==> src/rtl/player_bullet_pkg.sv <==
// Shared game types for sprite blocks: signed screen coordinates, RGB pixel
// triplet, bullet lifecycle states and the screen top limit.
package player_bullet_pkg;

  typedef logic signed [11:0] coord_t;

  // Element 0 is red, 1 is green, 2 is blue; a 24'hRRGGBB literal casts directly.
  typedef logic [0:2][7:0] rgb_t;

  typedef enum logic [1:0] {
    IDLE     = 2'd0,
    FLYING   = 2'd1,
    COOLDOWN = 2'd2
  } bullet_state_e;

  localparam coord_t SCREEN_TOP = 12'sd0;

  // Half-open signed span test: lo <= pos < lo + len.
  function automatic logic in_span(input coord_t pos, input coord_t lo, input coord_t len);
    coord_t hi;
    hi = lo + len;
    return (pos >= lo) && (pos < hi);
  endfunction

endpackage

==> src/rtl/player_bullet_sync_edge.sv <==
// sync_edge: two-flop synchroniser for an asynchronous button, followed by a
// rising-edge detector. LEVEL_OUT=1 returns the synchronised level instead.
module player_bullet_sync_edge #(
  parameter bit LEVEL_OUT = 1'b0
) (
  input  logic clk,
  input  logic rst_n,
  input  logic i_async,
  output logic o_pulse
);

  logic r_meta;
  logic r_sync;
  logic r_prev;

  always_ff @(posedge clk or negedge rst_n) begin
    if (!rst_n) begin
      r_meta <= 1'b0;
      r_sync <= 1'b0;
      r_prev <= 1'b0;
    end else begin
      r_meta <= i_async;
      r_sync <= r_meta;
      r_prev <= r_sync;
    end
  end

  assign o_pulse = LEVEL_OUT ? r_sync : (r_sync & ~r_prev);

endmodule

==> src/rtl/player_bullet.sv <==
// player_bullet: launches a shot from the player on fire, moves it up once per
// frame, retires it on alien hit or top exit, and renders it for the pixel mux.
// Build option PLAYER_BULLET_AUTO_FIRE_EN: a held fire button re-launches after each cooldown.
module player_bullet
  import player_bullet_pkg::*;
#(
  parameter int          BULLET_W        = 2,
  parameter int          BULLET_H        = 8,
  parameter int          SPEED           = 8,
  parameter int          X_OFF           = 9,
  parameter int          COOLDOWN_FRAMES = 4,
  parameter logic [23:0] COLOR           = 24'hFFFF00
) (
  input  logic   pixel_clk,
  input  logic   rst,
  input  logic   fsync,
  input  logic   fire,
  input  coord_t player_x,
  input  coord_t player_y,
  input  logic   alien_hit,
  input  coord_t hpos,
  input  coord_t vpos,
  output coord_t bullet_x,
  output coord_t bullet_y,
  output logic   bullet_active,
  output rgb_t   pixel,
  output logic   active
);

  localparam int CNT_W = (COOLDOWN_FRAMES > 0) ? $clog2(COOLDOWN_FRAMES + 1) : 1;

`ifdef PLAYER_BULLET_AUTO_FIRE_EN
  localparam bit FIRE_LEVEL = 1'b1;
`else
  localparam bit FIRE_LEVEL = 1'b0;
`endif

  bullet_state_e    r_state;
  bullet_state_e    w_state_next;
  logic [CNT_W-1:0] r_cnt;
  logic [CNT_W-1:0] w_cnt_next;
  logic             r_pending;
  logic             w_pending_next;
  coord_t           r_bx;
  coord_t           w_bx_next;
  coord_t           r_by;
  coord_t           w_by_next;
  logic             r_bactive;
  logic             w_bactive_next;
  logic             r_active;
  rgb_t             r_pixel;

  logic             w_fire_req;
  coord_t           w_y_moved;
  logic             w_in_rect;

  player_bullet_sync_edge #(
    .LEVEL_OUT (FIRE_LEVEL)
  ) u_fire_sync (
    .clk     (pixel_clk),
    .rst_n   (rst),
    .i_async (fire),
    .o_pulse (w_fire_req)
  );

  assign w_y_moved = r_by - coord_t'(SPEED);

  always_ff @(posedge pixel_clk or negedge rst) begin
    if (!rst) begin
      r_state   <= IDLE;
      r_cnt     <= '0;
      r_pending <= 1'b0;
      r_bx      <= '0;
      r_by      <= '0;
      r_bactive <= 1'b0;
    end else begin
      r_state   <= w_state_next;
      r_cnt     <= w_cnt_next;
      r_pending <= w_pending_next;
      r_bx      <= w_bx_next;
      r_by      <= w_by_next;
      r_bactive <= w_bactive_next;
    end
  end

  always_comb begin
    w_state_next   = r_state;
    w_cnt_next     = r_cnt;
    w_pending_next = r_pending;
    w_bx_next      = r_bx;
    w_by_next      = r_by;
    w_bactive_next = r_bactive;

    case (r_state)
      IDLE: begin
        if (fsync && r_pending) begin
          w_bx_next      = player_x + coord_t'(X_OFF);
          w_by_next      = player_y - coord_t'(BULLET_H);
          w_bactive_next = 1'b1;
          w_pending_next = 1'b0;
          w_state_next   = FLYING;
        end else if (w_fire_req) begin
          w_pending_next = 1'b1;
        end
      end

      FLYING: begin
        // A hit outranks a same-cycle frame step, so the bullet never moves on its hit frame.
        if (alien_hit) begin
          w_bactive_next = 1'b0;
          w_cnt_next     = CNT_W'(COOLDOWN_FRAMES);
          w_state_next   = COOLDOWN;
        end else if (fsync) begin
          w_by_next = w_y_moved;
          if (w_y_moved < SCREEN_TOP) begin
            w_bactive_next = 1'b0;
            w_cnt_next     = CNT_W'(COOLDOWN_FRAMES);
            w_state_next   = COOLDOWN;
          end
        end
      end

      COOLDOWN: begin
        if (r_cnt == '0) begin
          w_state_next = IDLE;
        end else if (fsync) begin
          w_cnt_next = r_cnt - CNT_W'(1);
          if (r_cnt == CNT_W'(1)) begin
            w_state_next = IDLE;
          end
        end
      end

      default: begin
        w_state_next = IDLE;
      end
    endcase
  end

  assign w_in_rect = r_bactive
                   && in_span(hpos, r_bx, coord_t'(BULLET_W))
                   && in_span(vpos, r_by, coord_t'(BULLET_H));

  always_ff @(posedge pixel_clk or negedge rst) begin
    if (!rst) begin
      r_active <= 1'b0;
      r_pixel  <= '0;
    end else begin
      r_active <= w_in_rect;
      r_pixel  <= w_in_rect ? rgb_t'(COLOR) : rgb_t'(24'h000000);
    end
  end

  assign bullet_x      = r_bx;
  assign bullet_y      = r_by;
  assign bullet_active = r_bactive;
  assign active        = r_active;
  assign pixel         = r_pixel;

endmodule

==> config.mk <==
export PLATFORM = sky130hd
export DESIGN_NAME = player_bullet
export DESIGN_NICKNAME = d
export VERILOG_FILES = /design/src/rtl/player_bullet_pkg.sv /design/src/rtl/player_bullet_sync_edge.sv /design/src/rtl/player_bullet.sv
export SDC_FILE = /design/constraint.sdc
export NUM_CORES = 1
export LEC_CHECK = 0
export ABC_AREA = 1
export CORE_MARGIN = 1
export CORE_UTILIZATION = 24
export CTS_CLUSTER_SIZE = 30
export DETAILED_ROUTE_END_ITERATION = 7
export GPL_TIMING_DRIVEN = 0
export PLACE_DENSITY = 0.54
export RECOVER_POWER = 100
export SLEW_MARGIN = 20
export SYNTH_ARGS = -nofsm -noshare
export SYNTH_HDL_FRONTEND = slang
export SYNTH_HIERARCHICAL = 1
export SYNTH_SLANG_ARGS = --single-unit
==> constraint.sdc <==
create_clock -name pixel_clk -period 2.5 [get_ports pixel_clk]
set_clock_uncertainty 0.1 [all_clocks]
set_input_delay 0.25 -clock pixel_clk [delete_from_list [all_inputs] [get_ports pixel_clk]]
set_output_delay 0.25 -clock pixel_clk [all_outputs]
set_load 0.005 [all_outputs]
==> impl_results.md, run 1 <==
- Status: finished, violations left
- Failing checks: design-rule violations
- Peak VDD IR: ~0.29 mV
- Synth Register Bits: 35
- Post-synth top cells: nand2_1, inv_1, ha_1
- Overall Global Routing Usage: 0.127
- CTS sink count: 35
- Startpoint class of the critical path: register
- Die height: 125 um
- Buffers & Inverters on Critical Path: 4
- Vias in the first global route: about 3.4k
- Layout cell share with drive strength beyond 1: 0.132
- Worst Setup Path Type: register to register
- Die Span X: about 130 um
- # nets final: between 700 and 800
- Diode count: 0
- Number of antenna-violating nets in the routed design: 0
- Unrepaired setup endpoints after global routing: true
- Final instance area: between 0.005 and 0.006 mm^2
- Main synth FF type: dfrtp_1
- CTS Root Buffer Type: clkbuf_16
- Fmax: 404 MHz
- TritonCTS clock tree: built
- # setup viols final: 0
- Initial antenna violation count: 0
- IO Count: just over 100
- Area of the mapped netlist: around 0.0036 mm^2
- GPL Wtd Cong: 0.815
- DR WL/cell: about 12 um
- Slowest-stage cell, CP: dfrtp_1
- Unique masters post-synth: 40
- Core Region: 0.0147 mm^2
- Hold slack final: between 200 and 300 ps
- Share of the synthesized area in the top cell type: 0.240
- Sequential share of the synthesized area: 0.240
- Num rows: 44
- Post-synth EDFFs: 0
- Htree depth: 2
- Final Cycle Share: 0.991
- First-pass GRT wire length: roughly 16 mm
- Crit path cell chain: inv_1, nor4_2, nand2_1, buf_4, xor2_1, ha_1, nand2_1, inv_1, nand2_1, nand2_1, nand2_1, nand2_1, nor2_2, nand2_1, nand2_1, inv_1, nand2_1, nor2_1
- CP arrival: ~2500 ps
- Area grow syn2layout: 40.3%
- Post-Synthesis Cells: about 520
- Clock buffer count from CTS: 5
- Max incr delay on CP: ~400 ps
- Hold Path Class: input pin to register
- Router iterations before antenna repair: 8
- Largest net degree at the start of global routing: 21
- Total power: ~5 mW
- MaxCap Viol Count: 0
- Placed Area: about 0.0049 mm^2
- Clock Path Buffers: 2
- DIE AREA: 0.0157 mm^2
- Most common cell in the netlist: nand2_1
- DRC violations left: 11
- DR vias: between 3k and 4k
- Top cell type by total area after synthesis: dfrtp_1
- PortBufs: between 90 and 100
- Global route overflow: 0
- Required time worst endpoint: approximately 2600 ps
- Hpwl dp: between 8 and 9 mm
- Top post-synthesis cells by area: dfrtp_1, ha_1, nand2_1, inv_1, buf_4
- Synth Warn #: 6
- Vias per cell: ~4.4
- Fill cells: around 1.5k
- DR iter-0 viols: around 140
- Initial Util: 0.248
- Max-slew violations: 0
- Cell family with most CP delay: simple AND/OR/NAND/NOR gates
- Cell area power density: ~970 mW/mm^2
- Cell mode on critical path: nand2_1
- Clock Latency Late Sink: roughly 280 ps
- Pleak: between 2 and 3 nW
- Final hold vios: 0
- Async SR Flop Fraction: 1.00
- Final min period: approximately 2500 ps
- Worst Tran Pin Value: between 900 and 1000 ps
- Worst Path Max Fanout: 4
- Max transition margin: 0.338
- CTS clk-pin slew, worst paths: about 60 ps
- R2R Setup Slk: ~23 ps
- Mean area per synthesized cell: ~7.1 um^2
- CP Capture Type: register
- Total Routed Length: between 9 and 10 mm
state kept, by name, summed over array words and instances (netlist names):
register,flops
bullet_x,12
bullet_y,12
r_cnt,3
r_state,2
bullet_active,1
pixel,1
r_pending,1
u_fire_sync/r_meta,1
u_fire_sync/r_prev,1
u_fire_sync/r_sync,1
what timing repair did:
item / 4_1_cts / 5_1_grt
buffers inserted: 3 / 8
hold endpoints to repair: 15 / 0
pin swaps: 1 / 4
gates resized for setup: 5 / 9
endpoints found under the setup margin: 1 / 1
hold buffers: 1 / 0
worst register-to-register path, delay by kind of cell, from the launching register on:
kind,cells,cell delay (ps)
fa+ha+maj,1,270
simple gates,12,1120
xor+xnor,1,130
flops,1,400
buf+inv,4,360
layer usage:
layer / vias up / wire length [um] / global-route usage
met5: - / 0 / 0
met4: 0 / 83 / 0.0230
met3: 7 / 487 / 0.0218
met2: 87 / 4750 / 0.222
met1: 1627 / 4570 / 0.164
li1: 1879 / - / -
layout by cell type, fill, tap and decap left out, types with 2 or more instances in the layout:
cell and n:
nand2_1 125, clkdlybuf4s50_1 83, inv_1 69, ha_1 50, nor2_1 39, buf_4 35
dfrtp_1 33, nand3_1 32, o21ai_0 26, a21oi_1 21, xor2_1 19, nand4_1 10
dlygate4sd3_1 10, conb_1 8, inv_2 6, nor2_2 5, clkbuf_16 5, nand2_2 4
nor3_2 4, buf_2 4, o22ai_1 4, o21bai_1 3, a21oi_2 3, clkbuf_1 3
nor4_2 2, buf_6 2, xnor2_1 2, a21o_1 2, and2_1 2, nand3_2 2
nor3_1 2, nand3b_1 2, ha_2 2, dfrtp_2 2
path summary, 6_finish.rpt:
kind	start	to	depth (start not counted)
worst max-delay path	bullet_x[2]$_DFFE_PN0P_	pixel[22]$_DFF_PN0_	18
min in group asynchronous	rst	u_fire_sync/r_meta$_DFF_PN0_	2
max in group asynchronous	rst	bullet_x[3]$_DFFE_PN0P_	3
worst max register to register	bullet_x[2]$_DFFE_PN0P_	pixel[22]$_DFF_PN0_	18
worst min register to register	u_fire_sync/r_meta$_DFF_PN0_	u_fire_sync/r_sync$_DFF_PN0_	0
worst min-delay path	player_x[4]	bullet_x[4]$_DFFE_PN0P_	3
metrics by stage:
step,TNS [ps],worst slack (ps),utilization,cells
floorplan,0,266,-,523
global route,-160,-160,0.348,821
CTS,0,5.95,0.343,813
global placement,-17.3,-17.3,0.329,800
finish,0,23.2,0.348,821
detailed placement,-72.8,-72.8,0.330,801
where the power goes:
group | internal (mW) | leakage [nW] | switching [mW]
combinational | 1.55 | 2.02 | 1.68
sequential | 0.823 | 0.422 | 0.295
clock | 0.368 | 0.0669 | 0.242
total | 2.74 | 2.51 | 2.21
cell families after synthesis:
kind of cell               Yosys count  synth area share
adders and majority gates           52             0.179
and+or+nand+nor                    234             0.287
other                                1           0.00103
AOI/OAI and AO/OA                   66             0.103
xor gates and xnor gates            21            0.0505
DFF                                 35             0.240
buffers and inverters              107             0.140
final cells by class:
class                           instances  area [um^2]  share of cell area
Buffer                                 31          226              0.0443
Clock buffer                            6          129              0.0252
Clock inverter                          2         12.5             0.00245
Inverter                               76          285              0.0558
Multi-Input combinational cell        381         2330               0.456
Sequential cell                        35          878               0.172
Tap cell                              184          230              0.0450
Timing Repair Buffer                  106         1020               0.200
Power figures use the tool's default switching activity.
==> run 2: changes to the inputs <==
- CORE_ASPECT_RATIO: default -> 0.6
- SYNTH_HIERARCHICAL: 1 -> default
==> run 2 against run 1 <==
Effect of this change: die area decreased by 0.54%; maximum frequency decreased by 1.2%; largest power group unchanged; the flow finishes with violations (negative setup slack); synthesized cell count decreased by 1.6%; register-to-register slack got worse by 30 ps; non-clock buffer count increased by 1; sequential power about the same; via count decreased by 0.69%; count of clock-buffer cells in the layout decreased by 1.
==> impl_results.md, run 2 <==
- Synth Area in XOR/XNOR: 0.0508 (+0.000331)
- Hold Path Class: register to register
- Post-synth EDFFs: 0 (unchanged)
- Unrepaired setup endpoints after global routing: true
- Total power: 5.62 mW (+13%)
- Router iterations before antenna repair: 4 (-4)
- # setup viols final: 1 (+1)
- CTS Root Buffer Type: clkbuf_16
- Mean area per synthesized cell: 7.13 um^2 (+0.91%)
- Post-Synthesis Cells: 508 (-1.6%)
- TritonCTS clock tree: built
- Post-synthesis compound-gate area fraction: 0.110 (+0.00758)
- Fill cells: 1513 (-0.13%)
- DR vias: 3575 (-0.69%)
- Commonest cells after routing, fill and taps aside: nand2_1, clkdlybuf4s50_1, inv_1, ha_1, buf_4
- Clock buffer count from CTS: 5 (unchanged)
- Commonest non-fill, non-tap cell in the layout: nand2_1
- Initial antenna violation count: 0 (unchanged)
- Global route overflow: 0 (unchanged)
- IO Count: 103 (unchanged)
- Number of antenna-violating nets in the routed design: 0 (unchanged)
- DRC violations left: 0 (-11)
- Initial Util: 0.248 (about the same)
- Layout cell share with drive strength beyond 1: 0.157 (+0.0248)
- Overall Global Routing Usage: 0.138 (+0.0112)
- Synth Warn #: 0 (-6)
- Final hold vios: 0 (unchanged)
- DIE AREA: 0.0156 mm^2 (-0.54%)
- Status: finished, violations left
- MaxCap Viol Count: 0 (unchanged)
- CTS sink count: 35 (unchanged)
- Setup WS post-layout: -6.19 ps (-29.3 ps)
- Post-synth top cells: nand2_1, inv_1, ha_1
- Worst Path Max Fanout: 3 (-1)
- Max transition margin: 0.469 (+0.131)
- Largest family of logic cells by synthesized area: simple AND/OR/NAND/NOR gates
- Largest net degree at the start of global routing: 25 (+19%)
- Diode count: 0 (unchanged)
- CP arrival: 2620 ps (+80 ps)
- Worst Setup Path Type: register to register
- Portion of netlist area occupied by mux cells: 0 (unchanged)
- Main synth FF type: dfrtp_1
- Pleak: 2.55 nW (+1.4%)
- Unique masters post-synth: 40 (unchanged)
- # nets final: 737 (-0.54%)
- Total Routed Length: 10.6 mm (+7.4%)
- Area of the mapped netlist: 0.00362 mm^2 (-0.65%)
- Fmax: 399 MHz (-1.2%)
- CP Capture Type: register
- Placed Area: 0.00485 mm^2 (about the same)
- Share of the synthesized area in the top cell type: 0.242 (+0.00158)
- Num rows: 34 (-23%)
- Failing checks: negative setup slack
- Cell area power density: 1070 mW/mm^2 (+10%)
- Clock Latency Late Sink: 280 ps (about the same)
- PortBufs: 94 (+1.1%)
- Synth Register Bits: 35 (unchanged)
- Most common cell in the netlist: nand2_1
- Dpl cells: 808 (+0.87%)
- Worst Tran Pin Value: 796 ps (-197 ps)
- Die height: 97.1 um (-22%)
- Top post-synthesis cells by area: dfrtp_1, ha_1, nand2_1, inv_1, buf_4
- Clock Path Buffers: 2 (unchanged)
- Top cell type by total area after synthesis: dfrtp_1
- Required time worst endpoint: 2610 ps (+40 ps)
- CTS clk-pin slew, worst paths: 60 ps (about the same)
- DR iter-0 viols: 157 (+9.0%)
- Startpoint class of the critical path: register
- Final min period: 2510 ps (+29.3 ps)
- Htree depth: 2 (unchanged)
- Vias per cell: 4.31 (-1.8%)
- Core Region: 0.0146 mm^2 (-0.73%)
- Final Cycle Share: 1.00 (+0.0117)
- Post-Synth Simple-Gate Area: 0.278 (-0.00883)
- Placement Setup Slack: -497 ps (-424 ps)
- Sequential share of the synthesized area: 0.242 (+0.00158)
- Final non-filler cell total: 830 (+1.1%)
- Vias in the first global route: 3353 (-1.8%)
- Die Span X: 161 um (+28%)
- DR WL/cell: 12.8 um (+6.3%)
- First-pass GRT wire length: 17.2 mm (+6.3%)
- Area grow syn2layout: 45.4%
- Final instance area: 0.00527 mm^2 (+3.0%)
- GPL Wtd Cong: 0.846 (+3.8%)
- Synth Area in Adders: 0.180 (+0.00117)
- Hpwl dp: 8.81 mm (+7.7%)
- Async SR Flop Fraction: 1.00 (unchanged)
- Max-slew violations: 0 (unchanged)
- Peak VDD IR: 0.327 mV (+13%)
[run 2: layout make-up]
type | instances | area, um^2 | area share
Inverter | 76 | 295 | 0.0561
Clock buffer | 5 | 125 | 0.0238
Clock inverter | 2 | 37.5 | 0.00713
Sequential cell | 35 | 883 | 0.168
Multi-Input combinational cell | 376 | 2400 | 0.456
Timing Repair Buffer | 110 | 1070 | 0.203
Tap cell | 198 | 248 | 0.0471
Buffer | 28 | 210 | 0.0399
[run 2: report_power, final]
| group | switching (mW) | internal (mW) |
|---|---|---|
| clock network | 0.257 | 0.465 |
| logic | 2.00 | 1.77 |
| registers | 0.295 | 0.834 |
[run 2: logic make-up (layout without fill, tap and decap cells)]
| family | count (synthesis) | after routing |
|---|---|---|
| buffers and inverters | 104 | 221 |
| other | 1 | 8 |
| and+or+nand+nor | 227 | 227 |
| adders and majority gates | 52 | 52 |
| AOI/OAI and AO/OA | 68 | 68 |
| DFF | 35 | 35 |
| xor gates and xnor gates | 21 | 21 |
[run 2: worst max-delay path, cell delays in order, from the launching register on]
cell and delay, ps:
dfrtp_2 380, inv_4 50, buf_12 110, nor4_4 230, nand2_1 130, nor3_2 150, xor2_1 210, ha_1 270
nand2_2 100, nor2_4 50, buf_4 140, nand2_4 60, nand2_2 40, nor2_2 90, nor2_1 60, nor2_1 80
nand2_1 70, nor2_1 100
[run 2: metrics by stage]
| step | TNS [ps] | util | hold slack [ps] |
|---|---|---|---|
| 2_1_floorplan | 0 | - | -146 |
| 3_3_place_gp | -533 | 0.331 | 238 |
| 3_5_place_dp | -497 | 0.332 | 79.5 |
| 4_1_cts | -74.5 | 0.352 | 253 |
| 5_1_grt | -215 | 0.361 | 262 |
| 6_report | -6.19 | 0.361 | 249 |
[run 2: layer usage]
metal  up-vias  global-route usage  share of wire
met5         -                   0              0
li1       1867                   -              -
met1      1619               0.209           0.54
met4         0              0.0183         0.0037
met3         4              0.0337          0.059
met2        85               0.198           0.40
[run 2: path summary, 6_finish.rpt]
kind / startpoint / endpoint / slack [ps] / cells after the start
worst max-delay path: bullet_x[3]$_DFFE_PN0P_ / pixel[22]$_DFF_PN0_ / -6 / 17
worst min-delay path: u_fire_sync.r_meta$_DFF_PN0_ / u_fire_sync.r_sync$_DFF_PN0_ / 250 / 0
worst max register to register: bullet_x[3]$_DFFE_PN0P_ / pixel[22]$_DFF_PN0_ / -6 / 17
worst min register to register: u_fire_sync.r_meta$_DFF_PN0_ / u_fire_sync.r_sync$_DFF_PN0_ / 250 / 0
max in group asynchronous: rst / bullet_x[1]$_DFFE_PN0P_ / 680 / 3
min in group asynchronous: rst / r_cnt[1]$_DFFE_PN0P_ / 460 / 2
[run 2: what timing repair did]
| action | in CTS | in global routing |
|---|---|---|
| pin swaps | 4 | 14 |
| endpoints found under the hold margin | 11 | 0 |
| gates resized for setup | 14 | 25 |
| setup buffers | 8 | 6 |
| hold buffers | 1 | 0 |
| setup endpoints to repair | 1 | 1 |
==> run 3: changes to the inputs <==
- ABC_CLOCK_PERIOD_IN_PS: default -> 2500
==> results of run 3 <==
No change in the layout: final DEF, timing and power equal those of run 2.
